`src/rtl/canxl_pkg.sv`:
```
`default_nettype none
// ============================================================================
// Module      : canxl_pkg
// Description : Shared definitions for the CAN XL bit monitor: bus level
//               constants, the TDC FIFO entry layout, the bit-check result
//               kinds and the mismatch classifier.
// Revision    : 1.0 - initial release
// ============================================================================
package canxl_pkg;

    localparam logic c_BIT_REC = 1'b1;   // recessive bus level
    localparam logic c_BIT_DOM = 1'b0;   // dominant bus level

    // One transmitted bit waiting in the TDC FIFO for its SSP.
    typedef struct packed {
        logic mask;      // recessive-sent/dominant-read is legal for this bit
        logic bit_val;   // level that was driven on the bus
    } tdc_entry_t;

    // Outcome of one bit comparison.
    //   ERR_BIT0 : sent dominant, read recessive
    //   ERR_BIT1 : sent recessive, read dominant (not masked)
    typedef enum logic [1:0] {
        ERR_NONE     = 2'd0,
        ERR_BIT0     = 2'd1,
        ERR_BIT1     = 2'd2,
        ERR_ARB_LOST = 2'd3
    } err_kind_e;

    // Classify a sent/read pair. A masked recessive/dominant mismatch is
    // arbitration loss in the arbitration phase and silently accepted in
    // the data phase.
    function automatic err_kind_e classify(
        input logic sent,
        input logic rd,
        input logic mask,
        input logic arb_ph
    );
        err_kind_e kind;
        kind = ERR_NONE;
        if (sent == c_BIT_DOM && rd == c_BIT_REC) begin
            kind = ERR_BIT0;
        end else if (sent == c_BIT_REC && rd == c_BIT_DOM) begin
            if (!mask) begin
                kind = ERR_BIT1;
            end else if (arb_ph) begin
                kind = ERR_ARB_LOST;
            end
        end
        return kind;
    endfunction

endpackage
`default_nettype wire

```
`src/rtl/canxl_bm_tdc_fifo.sv`:
```
`default_nettype none
// ============================================================================
// Module      : canxl_bm_tdc_fifo
// Description : Transmitter-delay-compensation FIFO. Holds the bits sent in
//               the XL data phase until their secondary sample point. DEPTH
//               entry circular buffer with push, pop, flush, occupancy and
//               overflow/underflow indications. The read port shows the
//               oldest entry combinationally.
// Revision    : 1.0 - initial release
// ============================================================================
module canxl_bm_tdc_fifo
    import canxl_pkg::*;
#(
    parameter int DEPTH = 8
) (
    input  logic                     clk,
    input  logic                     rst_n,
    input  logic                     i_flush,
    input  logic                     i_push,
    input  tdc_entry_t               i_wr_data,
    input  logic                     i_pop,
    output tdc_entry_t               o_rd_data,
    output logic [$clog2(DEPTH):0]   o_level,
    output logic                     o_pop_ok,
    output logic                     o_overflow,
    output logic                     o_underflow
);

    localparam int                AW         = $clog2(DEPTH);
    localparam logic [AW:0]       c_FULL     = (AW+1)'(DEPTH);
    localparam logic [AW:0]       c_LVL_ONE  = (AW+1)'(1);
    localparam logic [AW-1:0]     c_PTR_ONE  = AW'(1);

    tdc_entry_t      r_mem [DEPTH];
    logic [AW-1:0]   r_wr_ptr;
    logic [AW-1:0]   r_rd_ptr;
    logic [AW:0]     r_level;

    logic            w_empty;
    logic            w_full;
    logic            w_pop_ok;
    logic            w_push_ok;

    // A pop frees a slot in the same cycle, so a push into a full FIFO is
    // still accepted when paired with a successful pop. A flush discards
    // any push of the same cycle.
    assign w_empty     = (r_level == '0);
    assign w_full      = (r_level == c_FULL);
    assign w_pop_ok    = i_pop && !w_empty;
    assign w_push_ok   = i_push && !i_flush && (!w_full || w_pop_ok);

    assign o_pop_ok    = w_pop_ok;
    assign o_overflow  = i_push && !i_flush && w_full && !w_pop_ok;
    assign o_underflow = i_pop && w_empty;
    assign o_rd_data   = r_mem[r_rd_ptr];
    assign o_level     = r_level;

    // Pointer and occupancy tracking; flush returns to the empty state.
    always_ff @(posedge clk or negedge rst_n) begin
        if (!rst_n) begin
            r_wr_ptr <= '0;
            r_rd_ptr <= '0;
            r_level  <= '0;
        end else if (i_flush) begin
            r_wr_ptr <= '0;
            r_rd_ptr <= '0;
            r_level  <= '0;
        end else begin
            if (w_push_ok) begin
                r_wr_ptr <= r_wr_ptr + c_PTR_ONE;
            end
            if (w_pop_ok) begin
                r_rd_ptr <= r_rd_ptr + c_PTR_ONE;
            end
            case ({w_push_ok, w_pop_ok})
                2'b10:   r_level <= r_level + c_LVL_ONE;
                2'b01:   r_level <= r_level - c_LVL_ONE;
                default: r_level <= r_level;
            endcase
        end
    end

    // Entry storage; contents are only meaningful below the level count.
    always_ff @(posedge clk) begin
        if (w_push_ok) begin
            r_mem[r_wr_ptr] <= i_wr_data;
        end
    end

endmodule
`default_nettype wire

```
`src/rtl/can_xl_bit_monitor.sv`:
```
`default_nettype none
// ============================================================================
// Module      : can_xl_bit_monitor
// Description : CAN XL transmitter bit monitor. Compares each transmitted bit
//               with the sampled bus value: live at the nominal sample point
//               in the arbitration phase, and through the TDC FIFO at the
//               secondary sample point in the XL data phase. Produces
//               registered bit-error / arbitration-loss pulses, a sticky TDC
//               error flag and a saturating bit-error counter.
//               Build option: CANXL_BM_ERR_CNT_EN - when defined the error
//               counter is implemented; otherwise err_cnt is constant 0.
// Revision    : 1.0 - initial release
// ============================================================================
module can_xl_bit_monitor
    import canxl_pkg::*;
#(
    parameter int TDC_DEPTH = 8,
    parameter int ERR_CNT_W = 8
) (
    input  logic                         clk,
    input  logic                         g_rst_n,
    input  logic                         mon_en,
    input  logic                         xl_data_ph,
    input  logic                         bit_tick,
    input  logic                         smp_tick,
    input  logic                         ssp_tick,
    input  logic                         can_bus_out,
    input  logic                         sampled_bit,
    input  logic                         rx_mask,
    input  logic                         err_clr,
    output logic                         bt_err,
    output logic                         bt_err_dom,
    output logic                         arb_lost,
    output logic [ERR_CNT_W-1:0]         err_cnt,
    output logic                         tdc_err,
    output logic [$clog2(TDC_DEPTH):0]   fifo_lvl
);

    logic        r_xl_ph_q;
    logic        r_bt_err;
    logic        r_bt_err_dom;
    logic        r_arb_lost;
    logic        r_tdc_err;

    logic        w_flush;
    logic        w_push;
    logic        w_pop;
    tdc_entry_t  w_push_entry;
    tdc_entry_t  w_rd_entry;
    logic        w_pop_ok;
    logic        w_overflow;
    logic        w_underflow;
    err_kind_e   w_kind;
    logic        w_bt_err_nxt;

    // The FIFO only ever holds data-phase bits; a phase change or leaving
    // transmit mode invalidates everything still in flight.
    assign w_flush      = !mon_en || (xl_data_ph != r_xl_ph_q);
    assign w_push       = mon_en && xl_data_ph && bit_tick;
    assign w_pop        = mon_en && xl_data_ph && ssp_tick;
    assign w_push_entry = '{mask: rx_mask, bit_val: can_bus_out};

    canxl_bm_tdc_fifo #(
        .DEPTH (TDC_DEPTH)
    ) u_tdc_fifo (
        .clk         (clk),
        .rst_n       (g_rst_n),
        .i_flush     (w_flush),
        .i_push      (w_push),
        .i_wr_data   (w_push_entry),
        .i_pop       (w_pop),
        .o_rd_data   (w_rd_entry),
        .o_level     (fifo_lvl),
        .o_pop_ok    (w_pop_ok),
        .o_overflow  (w_overflow),
        .o_underflow (w_underflow)
    );

    // Select the comparison for this cycle: live bit at the nominal sample
    // point, or the delayed FIFO bit at the secondary sample point.
    always_comb begin
        w_kind = ERR_NONE;
        if (mon_en && !xl_data_ph && smp_tick) begin
            w_kind = classify(can_bus_out, sampled_bit, rx_mask, 1'b1);
        end else if (w_pop_ok) begin
            w_kind = classify(w_rd_entry.bit_val, sampled_bit, w_rd_entry.mask, 1'b0);
        end
    end

    assign w_bt_err_nxt = (w_kind == ERR_BIT0) || (w_kind == ERR_BIT1);

    // Registered one-cycle event pulses, phase history and sticky TDC flag.
    always_ff @(posedge clk or negedge g_rst_n) begin
        if (!g_rst_n) begin
            r_xl_ph_q    <= 1'b0;
            r_bt_err     <= 1'b0;
            r_bt_err_dom <= 1'b0;
            r_arb_lost   <= 1'b0;
            r_tdc_err    <= 1'b0;
        end else begin
            r_xl_ph_q    <= xl_data_ph;
            r_bt_err     <= w_bt_err_nxt;
            r_bt_err_dom <= (w_kind == ERR_BIT1);
            r_arb_lost   <= (w_kind == ERR_ARB_LOST);
            if (w_overflow || w_underflow) begin
                r_tdc_err <= 1'b1;
            end else if (err_clr) begin
                r_tdc_err <= 1'b0;
            end
        end
    end

    assign bt_err     = r_bt_err;
    assign bt_err_dom = r_bt_err_dom;
    assign arb_lost   = r_arb_lost;
    assign tdc_err    = r_tdc_err;

`ifdef CANXL_BM_ERR_CNT_EN
    logic [ERR_CNT_W-1:0] r_err_cnt;

    // Saturating bit-error counter; a clear wins over a coincident error.
    always_ff @(posedge clk or negedge g_rst_n) begin
        if (!g_rst_n) begin
            r_err_cnt <= '0;
        end else if (err_clr) begin
            r_err_cnt <= '0;
        end else if (w_bt_err_nxt && (r_err_cnt != {ERR_CNT_W{1'b1}})) begin
            r_err_cnt <= r_err_cnt + ERR_CNT_W'(1);
        end
    end

    assign err_cnt = r_err_cnt;
`else
    assign err_cnt = '0;
`endif

endmodule
`default_nettype wire

```
`config.mk`:
```
export PLATFORM = sky130hd
export DESIGN_NAME = can_xl_bit_monitor
export DESIGN_NICKNAME = d
export VERILOG_FILES = /design/src/rtl/canxl_pkg.sv /design/src/rtl/canxl_bm_tdc_fifo.sv /design/src/rtl/can_xl_bit_monitor.sv
export SDC_FILE = /design/constraint.sdc
export NUM_CORES = 1
export LEC_CHECK = 0
export ABC_AREA = 1
export ABC_CLOCK_PERIOD_IN_PS = 1820
export CELL_PAD_IN_SITES_DETAIL_PLACEMENT = 1
export CELL_PAD_IN_SITES_GLOBAL_PLACEMENT = 2
export CORE_MARGIN = 5
export CORE_UTILIZATION = 34
export CTS_BUF_LIST = sky130_fd_sc_hd__clkbuf_4
export DETAILED_ROUTE_END_ITERATION = 12
export HOLD_SLACK_MARGIN = 0.02
export PLACE_DENSITY_LB_ADDON = 0.15
export SLEW_MARGIN = 25
export SYNTH_ARGS = -nofsm -noshare
export SYNTH_HDL_FRONTEND = slang
export SYNTH_SLANG_ARGS = --single-unit
```
`constraint.sdc`:
```
create_clock -name clk -period 1.82 [get_ports clk]
set_input_delay 0.273 -clock clk [delete_from_list [all_inputs] [get_ports clk]]
set_output_delay 0.273 -clock clk [all_outputs]
set_load 0.01 [all_outputs]
```
==> results of run 1 <==
## cells by family (layout without fill, tap and decap cells)
logic type / after synthesis / in the layout / share of synthesized area
simple gates: 86 / 86 / 0.2580
buf+inv: 34 / 68 / 0.09414
flops: 31 / 31 / 0.5070
compound gates: 23 / 23 / 0.08377
fa+ha+maj: 6 / 6 / 0.04448
xor+xnor: 2 / 2 / 0.01038
other cells: 1 / 8 / 0.002222
## layout make-up
| type | count | area, µm² | share of cell area |
|---|---|---|---|
| repair buffers | 35 | 312.8 | 0.1458 |
| clock inverters | 3 | 38.79 | 0.01808 |
| multi-input cells | 125 | 719.4 | 0.3353 |
| flip-flops and latches | 31 | 859.6 | 0.4006 |
| well taps | 67 | 83.83 | 0.03907 |
| inverters | 25 | 93.84 | 0.04373 |
| clock buffers | 5 | 37.54 | 0.01749 |
## sequential cells by signal, summed over array words and instances, names as in the netlist
name	count
u_tdc_fifo.r_rd_ptr	3
u_tdc_fifo.r_wr_ptr	3
tdc_err	1
bt_err	1
bt_err_dom	1
u_tdc_fifo.o_level	4
arb_lost	1
u_tdc_fifo.r_mem	16
r_xl_ph_q	1
## critical path, cell delays in order, from the launching register on
cell	delay, ns
dfrtp_1	0.40
buf_4	0.16
clkdlybuf4s50_1	0.53
## timing repair
action | CTS | global route
setup endpoints to repair | 0 | 9
buffers inserted | 0 | 1
endpoints found under the hold margin | 0 | 0
resized for setup | 0 | 11
## layer usage
metal | vias to the layer above | global-route usage
met5 | - | 0
met4 | 0 | 0.04392
met3 | 6 | 0.03924
met2 | 25 | 0.2219
met1 | 610 | 0.1792
li1 | 664 | -
## cell usage after synthesis
cell,number
nand2_4,1
dfrtp_1,15
xor2_1,2
buf_2,1
nor2_4,1
ha_1,6
nor3_4,1
a21boi_4,1
nor2_2,2
nand3_2,2
nor2_1,24
buf_4,8
inv_1,22
nor3_1,2
o22ai_1,1
nand2_2,7
a21oi_2,2
o21ai_2,1
o21ai_0,16
nand3_1,11
nand4_1,4
nand2_1,27
edfxtp_1,16
a21oi_1,1
or2_1,1
nand3_4,1
conb_1,1
o21ai_1,1
inv_2,3
nand3b_1,2
## power by group
part	internal (W)	switching (W)	total [W]	leakage [nW]
Clock	0.000282	0.000242	0.000524	0.0426
Sequential	0.000754	0.0000136	0.000767	0.344
Combinational	0.000109	0.000132	0.000241	0.586
Total	0.00115	0.000387	0.00153	0.973
## worst max path at each step
stage | startpoint | end | depth (start not counted)
6_report | u_tdc_fifo.o_level[0] | fifo_lvl[0] | 2
2_1_floorplan | u_tdc_fifo.o_level[0] | u_tdc_fifo.o_level[3] | 11
3_5_place_dp | mon_en | u_tdc_fifo.r_mem[5][0] | 8
4_1_cts | u_tdc_fifo.r_rd_ptr[1] | bt_err | 9
3_3_place_gp | mon_en | u_tdc_fifo.o_level[3] | 12
5_1_grt | u_tdc_fifo.o_level[2] | u_tdc_fifo.o_level[3] | 11
## through the flow
step,total power (W),setup WS (ns)
final,0.001533,0.1368
after floorplan,0.0009095,0.1296
after detailed placement,0.001016,-0.2938
after CTS,0.001545,0.02502
after global routing,0.001632,-0.008723
after global placement,0.001010,-0.1710
==> impl_metrics.yaml, run 1 <==
run_status:
  status: "complete, no violations"
place:
  place_inst: 282
  placed_cell_area_mm2: 0.002033
  port_buffers: 18
  place_hpwl_mm: 3.217
  place.gp.congestion: 0.8120
synthesis:
  synthDistinctLibCells: 30
  synth_top_area_share: 0.2847
  synth-seq-cells: 31
  netlist_instances: 183
  avgSynthCellArea_um2: 9.223
  yosysSeqAreaShare: 0.5070
  yosysWarnings: 0
  synth_top_area_cell: "edfxtp_1"
  syn_area_mm2: 0.001688
  ys_top_cells_by_area: "edfxtp_1 28%, dfrtp_1 22%, nand2_1 6.0%"
cells_and_area:
  fin_cells: 291
  layout-drive-gt1-share: 0.2321
  final_core_util: 0.4484
  nFillCells: 576
  final_area_mm2: 0.002146
  antennaDiodeCount: 0
  final_common_cell: "nand2_1"
  area_delta_synth_final_pct: 27.13
  final_cell_mix: "27 x nand2_1, 22 x inv_1, 22 x nor2_1"
  nets: 240
clock_network:
  cts_tree: "built"
  cts_root_buffer: "clkbuf_4"
  ctsHtreeMaxLevel: 2
  clockBufferDepth: 2
  clock_latency_ns: 0.32
  cts_sinks: 31
  clkTransAtPathRegs_ns: 0.10
  cts_buffers: 5
  hold_buffers: 0
drt:
  top_layer: "met4"
  drtIter0Drc: 30
  drc: 0
  wire_per_inst_um: 13.42
  drt.antenna.violating_nets: 0
  routed-via-count: 1305
  drtPass1Iterations: 4
  viasPerCell: 4.485
  wirelength_mm: 3.905
  drt-met1-wl_mm: 1.801
  wl_met2_mm: 1.919
  wl_met3_um: 135
hold_path:
  hold_path_class: "in2reg"
  hold_end: "r_xl_ph_q"
  worstHoldStart: "xl_data_ph"
  hold_path_depth: 2
timing:
  setup_tns_ns: 0
  period_share: 0.9248
  final.setup_skew_ns: 0.003188
  hold_viol: 0
  min_period_ns: 1.683
  whs_ns: 0.2455
  slew_viol_final: 0
  max_clock_freq_mhz: 594.1
  setup_violations: 0
grt:
  antenna_found_initial: 0
  grt_pass1_vias: 1419
  grt_max_degree: 16
  grt_pass1_wl_mm: 6.865
  overflow: 0
  grt_usage: 0.1384
floorplan:
  fp.dieArea_mm2: 0.006473
  core_region_area_mm2: 0.004786
  initial_core_util: 0.3527
  die_width_um: 80.46
  die_h_um: 80.46
  rows: 25
  io_pins: 27
pwr:
  p_per_area_mw_per_mm2: 714.3
  vdd_ir_drop_max_v: 0.0002991
  p_leak_nw: 0.9727
setup_path:
  end_kind: "output pin"
  rrSetupSlack_ns: 0.14
  r2r_start: "u_tdc_fifo.o_level[1]"
  cp.arrival_ns: 1.41
  r2r_end: "u_tdc_fifo.o_level[3]"
  rr_worst_depth: 11
  crit_path_max_fanout: 5
  crit_required_ns: 1.55
  crit_type: "reg2out"
  start_kind: "flip-flop"
run:
  drv_cap: 0
Power figures use the tool's default switching activity.
==> inputs of run 2 (changes only) <==
RECOVER_POWER = 25   (was unset)
==> run 2 against run 1 <==
Register-to-register slack about the same. Non-clock buffer count unchanged. Final cell count unchanged. Worst setup slack about the same. First-iteration DRC count up 6.7%. Count of clock-buffer cells in the layout unchanged. Sequential power about the same. Critical endpoint unchanged.
==> impl_metrics.yaml, run 2 (synthesis results as in run 1) <==
clock_network:
  clockBufferDepth: 2
  ctsHtreeMaxLevel: 2
  cts_buffers: 5
  clkTransAtPathRegs_ns: 0.10
  cts_tree: "built"
  clock_latency_ns: 0.32
  hold_buffers: 0
  cts_root_buffer: "clkbuf_4"
  cts_sinks: 31
grt:
  grt_pass1_vias: 1419
  overflow: 0
  antenna_found_initial: 0
  grt_pass1_wl_mm: 6.865
  grt_usage: 0.1384
  grt_max_degree: 16
cells_and_area:
  final_core_util: 0.4468
  final_area_mm2: 0.002138
  area_delta_synth_final_pct: 26.69
  nets: 240
  regMostFlops: "u_tdc_fifo.r_mem"
  final_common_cell: "nand2_1"
  final_cell_mix: "27 x nand2_1, 22 x inv_1, 22 x nor2_1"
  largest_reg_flops: 16
  layout-drive-gt1-share: 0.2232
  antennaDiodeCount: 0
setup_path:
  cp.arrival_ns: 1.41
  r2r_start: "u_tdc_fifo.o_level[1]"
  r2r_end: "u_tdc_fifo.o_level[3]"
  start_kind: "flip-flop"
  end_kind: "output pin"
  rr_worst_depth: 11
  crit_type: "reg2out"
  rrSetupSlack_ns: 0.14
  crit_path_max_fanout: 5
  crit_required_ns: 1.55
drt:
  routed-via-count: 1307
  drt.antenna.violating_nets: 0
  drc: 0
  wire_per_inst_um: 13.41
  wirelength_mm: 3.902
  viasPerCell: 4.491
  drtPass1Iterations: 4
  drtIter0Drc: 32
place:
  place_hpwl_mm: 3.217
  placed_cell_area_mm2: 0.002033
  place.gp.congestion: 0.8120
  pre_cts_slack_ns: -0.2938
  port_buffers: 18
pwr:
  p_leak_nw: 0.9660
  p_per_area_mw_per_mm2: 715.6
  vdd_ir_drop_max_v: 0.0002990
  power_w: 0.001530
timing:
  setup_violations: 0
  tightest_slew_ns: 0.8290
  slew_viol_final: 0
  period_share: 0.9247
  setup_tns_ns: 0
  worst_slack_ns: 0.1370
  relSlewSlack: 0.4473
  hold_viol: 0
  final.setup_skew_ns: 0.003458
  min_period_ns: 1.683
  max_clock_freq_mhz: 594.2
floorplan:
  core_region_area_mm2: 0.004786
  initial_core_util: 0.3527
  io_pins: 27
  die_h_um: 80.46
  fp.dieArea_mm2: 0.006473
  die_width_um: 80.46
  rows: 25
hold_path:
  worstHoldStart: "xl_data_ph"
  hold_path_depth: 2
  hold_path_class: "in2reg"
  hold_end: "r_xl_ph_q"
run_status:
  status: "complete, no violations"
run:
  drv_cap: 0
==> run 2: changes by cell type in the layout (fill, tap and decap cells not counted), sizes merged <==
cell / delta
buf: -2
clkbuf: +2
clkdlybuf4s50: -2
dlygate4sd3: +2
==> run 2: cell type report <==
class                           count  area, µm²
Clock buffer                        5      37.54
Timing Repair Buffer               35      305.3
Tap cell                           67      83.83
Multi-Input combinational cell    125      719.4
Clock inverter                      3      38.79
Sequential cell                    31      859.6
Fill cell                         578       2648
Inverter                           25      93.84
==> run 2: critical path: stages (launching register included) <==
cell             delay [ns]
dfrtp_1                0.40
buf_4                  0.16
clkdlybuf4s50_1        0.53
==> run 2: worst max path at each step <==
stage	to	slack [ns]	start	cells after the start
floorplan	u_tdc_fifo.o_level[3]	0.13	u_tdc_fifo.o_level[0]	11
global placement	u_tdc_fifo.o_level[3]	-0.17	mon_en	12
detailed placement	u_tdc_fifo.r_mem[5][0]	-0.29	mon_en	8
CTS	bt_err	0.03	u_tdc_fifo.r_rd_ptr[1]	9
global route	u_tdc_fifo.o_level[3]	-0.009	u_tdc_fifo.o_level[2]	11
finish	fifo_lvl[0]	0.14	u_tdc_fifo.o_level[0]	2
==> run 2: through the flow <==
| step | std cells | hold slack, ns |
|---|---|---|
| final | 291 | 0.2617 |
| after global routing | 291 | 0.2661 |
| after CTS | 290 | 0.2493 |
| after detailed placement | 282 | 0.5403 |
| after global placement | 282 | 0.5183 |
| after floorplan | 190 | -0.02259 |
==> run 2: layer usage <==
layer,GRT usage,up-vias,part of all wire
met1,0.1792,611,0.46
met3,0.03924,6,0.036
met2,0.2219,25,0.49
met4,0.04392,0,0.012
met5,0,-,0
li1,-,665,-
==> run 2: repair_timing <==
action,4_1_cts,5_1_grt
setup endpoints to repair,0,9
gates resized for setup,0,11
buffers inserted,0,1
==> run 2: where the power goes <==
part | switching, W | internal, W
clock network | 0.000242 | 0.000282
logic | 0.000132 | 0.000106
registers | 0.0000136 | 0.000754
